**config.mk**
```make
export PLATFORM = sky130hd
export DESIGN_NAME = alu_rs
export DESIGN_NICKNAME = d
export VERILOG_FILES = /design/src/rtl/alu_rs_pkg.sv /design/src/rtl/alu_rs_alu_unit.sv /design/src/rtl/alu_rs.sv
export SDC_FILE = /design/constraint.sdc
export NUM_CORES = 2
export LEC_CHECK = 0
export ABC_AREA = 1
export BUFFER_PORTS_ARGS = -buffer_cell sky130_fd_sc_hd__buf_4
export CAP_MARGIN = 15
export CORE_MARGIN = 2
export CORE_UTILIZATION = 40
export CTS_BUF_LIST = sky130_fd_sc_hd__clkbuf_16
export CTS_CLUSTER_DIAMETER = 40
export CTS_CLUSTER_SIZE = 24
export DETAILED_ROUTE_END_ITERATION = 6
export GPL_TIMING_DRIVEN = 0
export PLACE_DENSITY = 0.59
export RECOVER_POWER = 50
export REMOVE_ABC_BUFFERS = 1
export SYNTH_ARGS = -nofsm -noshare
export SYNTH_HDL_FRONTEND = slang
export SYNTH_SLANG_ARGS = --single-unit
```
**constraint.sdc**
```tcl
create_clock -name clk -period 4.2 [get_ports clk]
set_input_delay 0.21 -clock clk [delete_from_list [all_inputs] [get_ports clk]]
set_output_delay 0.21 -clock clk [all_outputs]
set_load 0.005 [all_outputs]
```
**src/rtl/alu_rs_pkg.sv**
```systemverilog
// Shared widths, the "no tag" encoding and ALU opcodes used by the ROB,
// the decoder and the ALU reservation station.
package alu_rs_pkg;

    localparam int RS_SIZE = 4;
    localparam int DATA_W  = 32;
    localparam int TAG_W   = 4;
    localparam int OP_W    = 4;

    // MSB set marks an operand as ready; the low bits are the ROB index.
    localparam logic [TAG_W-1:0] TAG_FREE = {1'b1, {(TAG_W-1){1'b0}}};

    localparam logic [OP_W-1:0] OP_ADD  = 4'd0;
    localparam logic [OP_W-1:0] OP_SUB  = 4'd1;
    localparam logic [OP_W-1:0] OP_SLL  = 4'd2;
    localparam logic [OP_W-1:0] OP_SLT  = 4'd3;
    localparam logic [OP_W-1:0] OP_SLTU = 4'd4;
    localparam logic [OP_W-1:0] OP_XOR  = 4'd5;
    localparam logic [OP_W-1:0] OP_SRL  = 4'd6;
    localparam logic [OP_W-1:0] OP_SRA  = 4'd7;
    localparam logic [OP_W-1:0] OP_OR   = 4'd8;
    localparam logic [OP_W-1:0] OP_AND  = 4'd9;

endpackage

```
**src/rtl/alu_rs_alu_unit.sv**
```systemverilog
// Purely combinational integer ALU: result = op(v1, v2), wrapping arithmetic.
module alu_unit
    import alu_rs_pkg::*;
#(
    parameter int DATA_W_P = DATA_W
) (
    input  logic [OP_W-1:0]     op,
    input  logic [DATA_W_P-1:0] v1,
    input  logic [DATA_W_P-1:0] v2,
    output logic [DATA_W_P-1:0] result
);

    logic [4:0] shamt;
    logic       lt_signed;
    logic       lt_unsigned;

    assign shamt       = v2[4:0];
    assign lt_signed   = $signed(v1) < $signed(v2);
    assign lt_unsigned = v1 < v2;

    // Opcode decode; anything unlisted produces zero.
    always_comb begin
        result = '0;
        case (op)
            OP_ADD:  result = v1 + v2;
            OP_SUB:  result = v1 - v2;
            OP_SLL:  result = v1 << shamt;
            OP_SLT:  result = {{(DATA_W_P-1){1'b0}}, lt_signed};
            OP_SLTU: result = {{(DATA_W_P-1){1'b0}}, lt_unsigned};
            OP_XOR:  result = v1 ^ v2;
            OP_SRL:  result = v1 >> shamt;
            OP_SRA:  result = $signed(v1) >>> shamt;
            OP_OR:   result = v1 | v2;
            OP_AND:  result = v1 & v2;
            default: result = '0;
        endcase
    end

endmodule

```
**src/rtl/alu_rs.sv**
```systemverilog
// ALU reservation station plus ALU CDB driver.
//
// Insert handshake: the decoder presents in_valid with the renamed op; the
// op is accepted on a posedge where in_valid && rs_free. When rs_free is low
// nothing changes and the decoder must keep in_valid and its payload stable.
//
// Operands wake up from either CDB; the lowest-index entry with both
// operands ready issues into the ALU and its result is registered onto the
// ALU CDB, so a broadcast is visible for the cycle after the issue edge.
module alu_rs
    import alu_rs_pkg::*;
#(
    parameter int RS_SIZE_P = RS_SIZE,
    parameter int DATA_W_P  = DATA_W
) (
    input  logic                clk,
    input  logic                rst,
    input  logic                in_valid,
    input  logic [OP_W-1:0]     in_op,
    input  logic [TAG_W-1:0]    in_q1,
    input  logic [DATA_W_P-1:0] in_v1,
    input  logic [TAG_W-1:0]    in_q2,
    input  logic [DATA_W_P-1:0] in_v2,
    input  logic [TAG_W-1:0]    in_dest,
    output logic                rs_free,
    input  logic                lsb_cdb_valid,
    input  logic [TAG_W-1:0]    lsb_cdb_tag,
    input  logic [DATA_W_P-1:0] lsb_cdb_data,
    output logic                alu_cdb_valid,
    output logic [TAG_W-1:0]    alu_cdb_tag,
    output logic [DATA_W_P-1:0] alu_cdb_data
);

    localparam int IDX_W = (RS_SIZE_P > 1) ? $clog2(RS_SIZE_P) : 1;

    // Station entries.
    logic [RS_SIZE_P-1:0] busy_q, busy_d;
    logic [OP_W-1:0]      op_q   [RS_SIZE_P];
    logic [OP_W-1:0]      op_d   [RS_SIZE_P];
    logic [TAG_W-1:0]     q1_q   [RS_SIZE_P];
    logic [TAG_W-1:0]     q1_d   [RS_SIZE_P];
    logic [DATA_W_P-1:0]  v1_q   [RS_SIZE_P];
    logic [DATA_W_P-1:0]  v1_d   [RS_SIZE_P];
    logic [TAG_W-1:0]     q2_q   [RS_SIZE_P];
    logic [TAG_W-1:0]     q2_d   [RS_SIZE_P];
    logic [DATA_W_P-1:0]  v2_q   [RS_SIZE_P];
    logic [DATA_W_P-1:0]  v2_d   [RS_SIZE_P];
    logic [TAG_W-1:0]     dest_q [RS_SIZE_P];
    logic [TAG_W-1:0]     dest_d [RS_SIZE_P];

    // Registered ALU CDB.
    logic                 alu_cdb_valid_q, alu_cdb_valid_d;
    logic [TAG_W-1:0]     alu_cdb_tag_q, alu_cdb_tag_d;
    logic [DATA_W_P-1:0]  alu_cdb_data_q, alu_cdb_data_d;

    logic                 sel_valid;
    logic [IDX_W-1:0]     sel_idx;
    logic                 free_valid;
    logic [IDX_W-1:0]     free_idx;
    logic                 do_insert;
    logic [TAG_W-1:0]     ins_q1, ins_q2;
    logic [DATA_W_P-1:0]  ins_v1, ins_v2;
    logic [DATA_W_P-1:0]  alu_result;

    // Priority encoders on registered state: lowest ready entry and lowest empty slot.
    always_comb begin
        sel_valid  = 1'b0;
        sel_idx    = '0;
        free_valid = 1'b0;
        free_idx   = '0;
        for (int i = RS_SIZE_P - 1; i >= 0; i--) begin
            if (busy_q[i] && (q1_q[i] == TAG_FREE) && (q2_q[i] == TAG_FREE)) begin
                sel_valid = 1'b1;
                sel_idx   = IDX_W'(i);
            end
            if (!busy_q[i]) begin
                free_valid = 1'b1;
                free_idx   = IDX_W'(i);
            end
        end
    end

    assign rs_free   = free_valid;
    assign do_insert = in_valid && free_valid;

    // Same-cycle forwarding for the incoming operands; TAG_FREE never matches.
    always_comb begin
        ins_q1 = in_q1;
        ins_v1 = in_v1;
        ins_q2 = in_q2;
        ins_v2 = in_v2;
        if (in_q1 != TAG_FREE) begin
            if (alu_cdb_valid_q && (alu_cdb_tag_q == in_q1)) begin
                ins_q1 = TAG_FREE;
                ins_v1 = alu_cdb_data_q;
            end else if (lsb_cdb_valid && (lsb_cdb_tag == in_q1)) begin
                ins_q1 = TAG_FREE;
                ins_v1 = lsb_cdb_data;
            end
        end
        if (in_q2 != TAG_FREE) begin
            if (alu_cdb_valid_q && (alu_cdb_tag_q == in_q2)) begin
                ins_q2 = TAG_FREE;
                ins_v2 = alu_cdb_data_q;
            end else if (lsb_cdb_valid && (lsb_cdb_tag == in_q2)) begin
                ins_q2 = TAG_FREE;
                ins_v2 = lsb_cdb_data;
            end
        end
    end

    alu_unit #(
        .DATA_W_P (DATA_W_P)
    ) u_alu (
        .op     (op_q[sel_idx]),
        .v1     (v1_q[sel_idx]),
        .v2     (v2_q[sel_idx]),
        .result (alu_result)
    );

    // Entry next state: wakeup, clear on issue, write on insert.
    always_comb begin
        busy_d = busy_q;
        op_d   = op_q;
        q1_d   = q1_q;
        v1_d   = v1_q;
        q2_d   = q2_q;
        v2_d   = v2_q;
        dest_d = dest_q;
        for (int i = 0; i < RS_SIZE_P; i++) begin
            if (busy_q[i] && (q1_q[i] != TAG_FREE)) begin
                if (alu_cdb_valid_q && (alu_cdb_tag_q == q1_q[i])) begin
                    q1_d[i] = TAG_FREE;
                    v1_d[i] = alu_cdb_data_q;
                end else if (lsb_cdb_valid && (lsb_cdb_tag == q1_q[i])) begin
                    q1_d[i] = TAG_FREE;
                    v1_d[i] = lsb_cdb_data;
                end
            end
            if (busy_q[i] && (q2_q[i] != TAG_FREE)) begin
                if (alu_cdb_valid_q && (alu_cdb_tag_q == q2_q[i])) begin
                    q2_d[i] = TAG_FREE;
                    v2_d[i] = alu_cdb_data_q;
                end else if (lsb_cdb_valid && (lsb_cdb_tag == q2_q[i])) begin
                    q2_d[i] = TAG_FREE;
                    v2_d[i] = lsb_cdb_data;
                end
            end
            if (sel_valid && (sel_idx == IDX_W'(i))) begin
                busy_d[i] = 1'b0;
            end
            // The insert slot is non-busy now, so it can never be the issuing entry.
            if (do_insert && (free_idx == IDX_W'(i))) begin
                busy_d[i] = 1'b1;
                op_d[i]   = in_op;
                q1_d[i]   = ins_q1;
                v1_d[i]   = ins_v1;
                q2_d[i]   = ins_q2;
                v2_d[i]   = ins_v2;
                dest_d[i] = in_dest;
            end
        end
    end

    // CDB next state: strobe follows selection, tag/data hold when idle.
    always_comb begin
        alu_cdb_valid_d = sel_valid;
        alu_cdb_tag_d   = alu_cdb_tag_q;
        alu_cdb_data_d  = alu_cdb_data_q;
        if (sel_valid) begin
            alu_cdb_tag_d  = dest_q[sel_idx];
            alu_cdb_data_d = alu_result;
        end
    end

    // State registers with asynchronous active-low reset.
    always_ff @(posedge clk or negedge rst) begin
        if (!rst) begin
            busy_q          <= '0;
            alu_cdb_valid_q <= 1'b0;
            alu_cdb_tag_q   <= TAG_FREE;
            alu_cdb_data_q  <= '0;
            for (int i = 0; i < RS_SIZE_P; i++) begin
                op_q[i]   <= '0;
                q1_q[i]   <= TAG_FREE;
                v1_q[i]   <= '0;
                q2_q[i]   <= TAG_FREE;
                v2_q[i]   <= '0;
                dest_q[i] <= TAG_FREE;
            end
        end else begin
            busy_q          <= busy_d;
            alu_cdb_valid_q <= alu_cdb_valid_d;
            alu_cdb_tag_q   <= alu_cdb_tag_d;
            alu_cdb_data_q  <= alu_cdb_data_d;
            for (int i = 0; i < RS_SIZE_P; i++) begin
                op_q[i]   <= op_d[i];
                q1_q[i]   <= q1_d[i];
                v1_q[i]   <= v1_d[i];
                q2_q[i]   <= q2_d[i];
                v2_q[i]   <= v2_d[i];
                dest_q[i] <= dest_d[i];
            end
        end
    end

    assign alu_cdb_valid = alu_cdb_valid_q;
    assign alu_cdb_tag   = alu_cdb_tag_q;
    assign alu_cdb_data  = alu_cdb_data_q;

endmodule

```
==> run_results.csv <==
group,metric,value,unit
detailed_routing,drtPass1Iterations,7,
die,die_w,285,um
layout,mostFrequentLayoutCells,"1443 x nand2_1, 412 x inv_1, 395 x nand3_1, 368 x o21ai_0, 347 x dfrtp_1",
sta,timing.final.setup_violations,59,
detailed_routing,drt_iter0_markers,5518,
die,die_area,0.0814,sq mm
clock_tree,tritoncts_num_sinks,361,
sta,post-route-period-util,1.07,
placed_design,detailedPlacementHpwl,99700,um
global_route,grt_max_degree,108,
sta,slew_headroom,-0.909,
clock_tree,cts.path.max_buffers,3,
layout,area.sequential,0.00905,sq mm
detailed_routing,routedWlPerCell,25.4,um
setup_path,cp-startpoint,"q2_q[3]$_DFFE_PN1P_",
logic_synthesis,yosysWarningCount,0,
status,violated_checks,"capacitance limit, slew limit, setup timing",
setup_path,worst-endpoint-required,4.71,ns
sta,skew,0.0382,ns
die,die_height,285,um
layout,areaGrowthSynthToFinish,33.2,%
die,placement_rows,103,
logic_synthesis,synth_cell_types,61,
placed_design,port_buffers,157,
logic_synthesis,synth_ff_type,"dfrtp_1",
sta,worst_hold_slack_after_final_layout,0.0209,ns
placed_design,place_ws,-3.18,ns
placed_design,place_congestion,1.05,
global_route,total_routing_usage_gr,0.374,
setup_path,cp_num_buf_inv,5,
setup_path,timing.critical_path.to_type,"flip-flop",
detailed_routing,vias_per_cell,6.24,
clock_tree,cts_made_buffers,74,
setup_path,timing.rr.start,"q2_q[3]$_DFFE_PN1P_",
logic_synthesis,synth_enable_flop_cells,0,
setup_path,path_max_fanout,12,
sta,timing.final.ws_setup,-0.280,ns
setup_path,cp_common_cell,"nand2_1",
setup_path,crit_type,"reg2reg",
sta,hold_viol,0,
layout,fin_nets,5365,
sta,rsz0062_at_grt,"yes",
detailed_routing,routed-via-count,39088,
setup_path,worst_path_dominant_cell_family,"simple AND/OR/NAND/NOR gates",
global_route,groute.layer.met1.usage,0.491,
min_path,holdCritStartpoint,"in_v1[2]",
setup_path,critPathArrivalTime,4.99,ns
clock_tree,clk_transition_reported_paths,0.05,ns
clock_tree,cts_root_buf,"clkbuf_16",
layout,final_layout_fill_cell_count,7549,
status,run_status,"finished, violations left",
sta,max_slew.worst_pin.slew,2.86,ns
sta,timing.final.crit_period,4.48,ns
global_route,grt_residual_overflow,0,
global_route,global_route.usage.met3,0.121,
logic_synthesis,synth-seq-area-share,0.286,
detailed_routing,remaining_drc_errors,0,
sta,max_freq,0.223,GHz
detailed_routing,postRouteWirelength,159000,um
logic_synthesis,synth_cells,4905,
logic_synthesis,synthesis.area,0.0317,sq mm
detailed_routing,postRouteAntennaNets,0,
layout,layout.cells.most_common,"nand2_1",
logic_synthesis,ys_async_sr_fraction,1.00,
clock_tree,cts_max_level,3,
die,initial_core_util,0.403,
global_route,grt_pass1_wl,232000,um
sta,totalNegativeSetupSlack,-6.95,ns
logic_synthesis,synth_area_per_cell,6.45,sq um
sta,number_of_slew_limit_violations_in_the_final_report,123,
setup_path,critPathMaxStageDelay,0.54,ns
global_route,grt_pass1_vias,36181,
min_path,hold_path_class,"in2reg",
setup_path,critPathSlowestCell,"dfstp_2",
setup_path,startpoint_type,"flip-flop",
setup_path,crit_path_cell_trace,"nand2_2, nor2_4, nand3_4, nor2_4, buf_4, buf_4, bufbuf_16, nand3_1, nand4_4, inv_2, ha_4, nand2_2, inv_1, nand3_2, nor3_4, nand3_2, nand3_4, xor2_1, nor2_1, nor3_4, nand2_1, nand3b_1, nand2_1, nand2_1",
logic_synthesis,synth-seq-cells,361,
global_route,globalRoute.busiestLayer,"met2",
clock_tree,clock_insertion_delay_worst_skew,0.65,ns
layout,area_of_combinational_cells_with_multiple_inputs,0.0219,sq mm
die,core_region_area,0.0786,sq mm
layout,layout-drive-gt1-share,0.219,
job,drv_cap,2,
global_route,grt_antenna_before_repair,8,
die,io_pins,158,
global_route,gr-usage-met2,0.538,
clock_tree,cts_tree,"built",
-- per-layer routing --
layer,routed length (um),up-vias
met2,66300,2687
met4,10200,8
li1,-,17210
met3,21500,632
met5,53,-
met1,61100,18551
-- cell families after synthesis --
group | Yosys count | synth area share
AND/OR/NAND/NOR | 2358 | 0.319
XOR/XNOR | 33 | 0.00913
AO/OA/AOI/OAI | 1186 | 0.236
buffers and inverters | 868 | 0.110
flip-flops | 361 | 0.286
adder cells (fa/ha/maj) | 99 | 0.0396
-- final timing paths --
path                       slack [ns]                            to  cells past startpoint
max                             -0.28  alu_cdb_data[18]$_DFFE_PN0P_                     24
min                              0.02          v1_q[98]$_DFFE_PN0P_                      5
max reg2reg                     -0.28  alu_cdb_data[18]$_DFFE_PN0P_                     24
min reg2reg                      0.48          op_q[15]$_DFFE_PN0P_                      2
max in group asynchronous        0.62         v2_q[121]$_DFFE_PN0P_                      4
min in group asynchronous        0.99         dest_q[8]$_DFFE_PN0P_                      2
-- worst register-to-register path, cell delays in order (launching register included) --
cell and delay [ns]:
dfstp_2 0.54, nand2_2 0.08, nor2_4 0.12, nand3_4 0.10
nor2_4 0.15, buf_4 0.14, buf_4 0.18, bufbuf_16 0.34
nand3_1 0.16, nand4_4 0.21, inv_2 0.10, ha_4 0.37
nand2_2 0.09, inv_1 0.11, nand3_2 0.11, nor3_4 0.25
nand3_2 0.13, nand3_4 0.14, xor2_1 0.16, nor2_1 0.09
nor3_4 0.35, nand2_1 0.08, nand3b_1 0.22, nand2_1 0.09
nand2_1 0.05
-- sequential cells by signal, indices dropped and copies added (netlist names) --
name	flops
alu_cdb_valid	1
q2_q	16
alu_cdb_tag	4
alu_cdb_data	32
v2_q	128
q1_q	16
dest_q	16
op_q	16
v1_q	128
busy_q	4
-- timing repair --
item / CTS / global route
hold endpoints to repair: 141 / 0
pin swaps: 123 / 131
gates cloned: 21 / 3
hold buffers: 18 / 0
resized for setup: 405 / 256
endpoints found under the setup margin: 231 / 172
buffers inserted: 181 / 53
-- Yosys cell counts (24+ instances only) --
cell | instances | share of area
a21oi_1 | 230 | 0.036
buf_2 | 65 | 0.010
clkbuf_1 | 244 | 0.029
clkinv_1 | 35 | 0.0041
dfrtp_1 | 348 | 0.28
ha_1 | 97 | 0.038
inv_1 | 450 | 0.053
inv_2 | 33 | 0.0039
nand2_1 | 1504 | 0.18
nand3_1 | 426 | 0.067
nand4_1 | 58 | 0.011
nor2_1 | 246 | 0.029
nor3_1 | 27 | 0.0043
o211ai_1 | 85 | 0.020
o21ai_0 | 404 | 0.064
o21ai_1 | 24 | 0.0038
o221ai_1 | 255 | 0.071
o22ai_1 | 108 | 0.021
xor2_1 | 29 | 0.0080
-- final cells by class --
class / instances / area share
Clock inverter: 59 / 0.0143
Inverter: 518 / 0.0489
Sequential cell: 361 / 0.215
Clock buffer: 75 / 0.0445
Multi-Input combinational cell: 3689 / 0.519
Timing Repair inverter: 2 / 0.000356
Antenna cell: 6 / 0.000356
Tap cell: 1050 / 0.0312
Timing Repair Buffer: 500 / 0.126
-- per-stage QoR --
step	area, sq um	utilization	std cells
2_1_floorplan	30100	-	4555
3_3_place_gp	32600	0.415	5762
3_5_place_dp	34400	0.437	5845
4_1_cts	40700	0.518	6199
5_1_grt	42200	0.536	6255
6_report	42200	0.536	6260
Power is not shown: default switching activity piles up to over one toggle a cycle in this logic, so the estimate is an artifact.
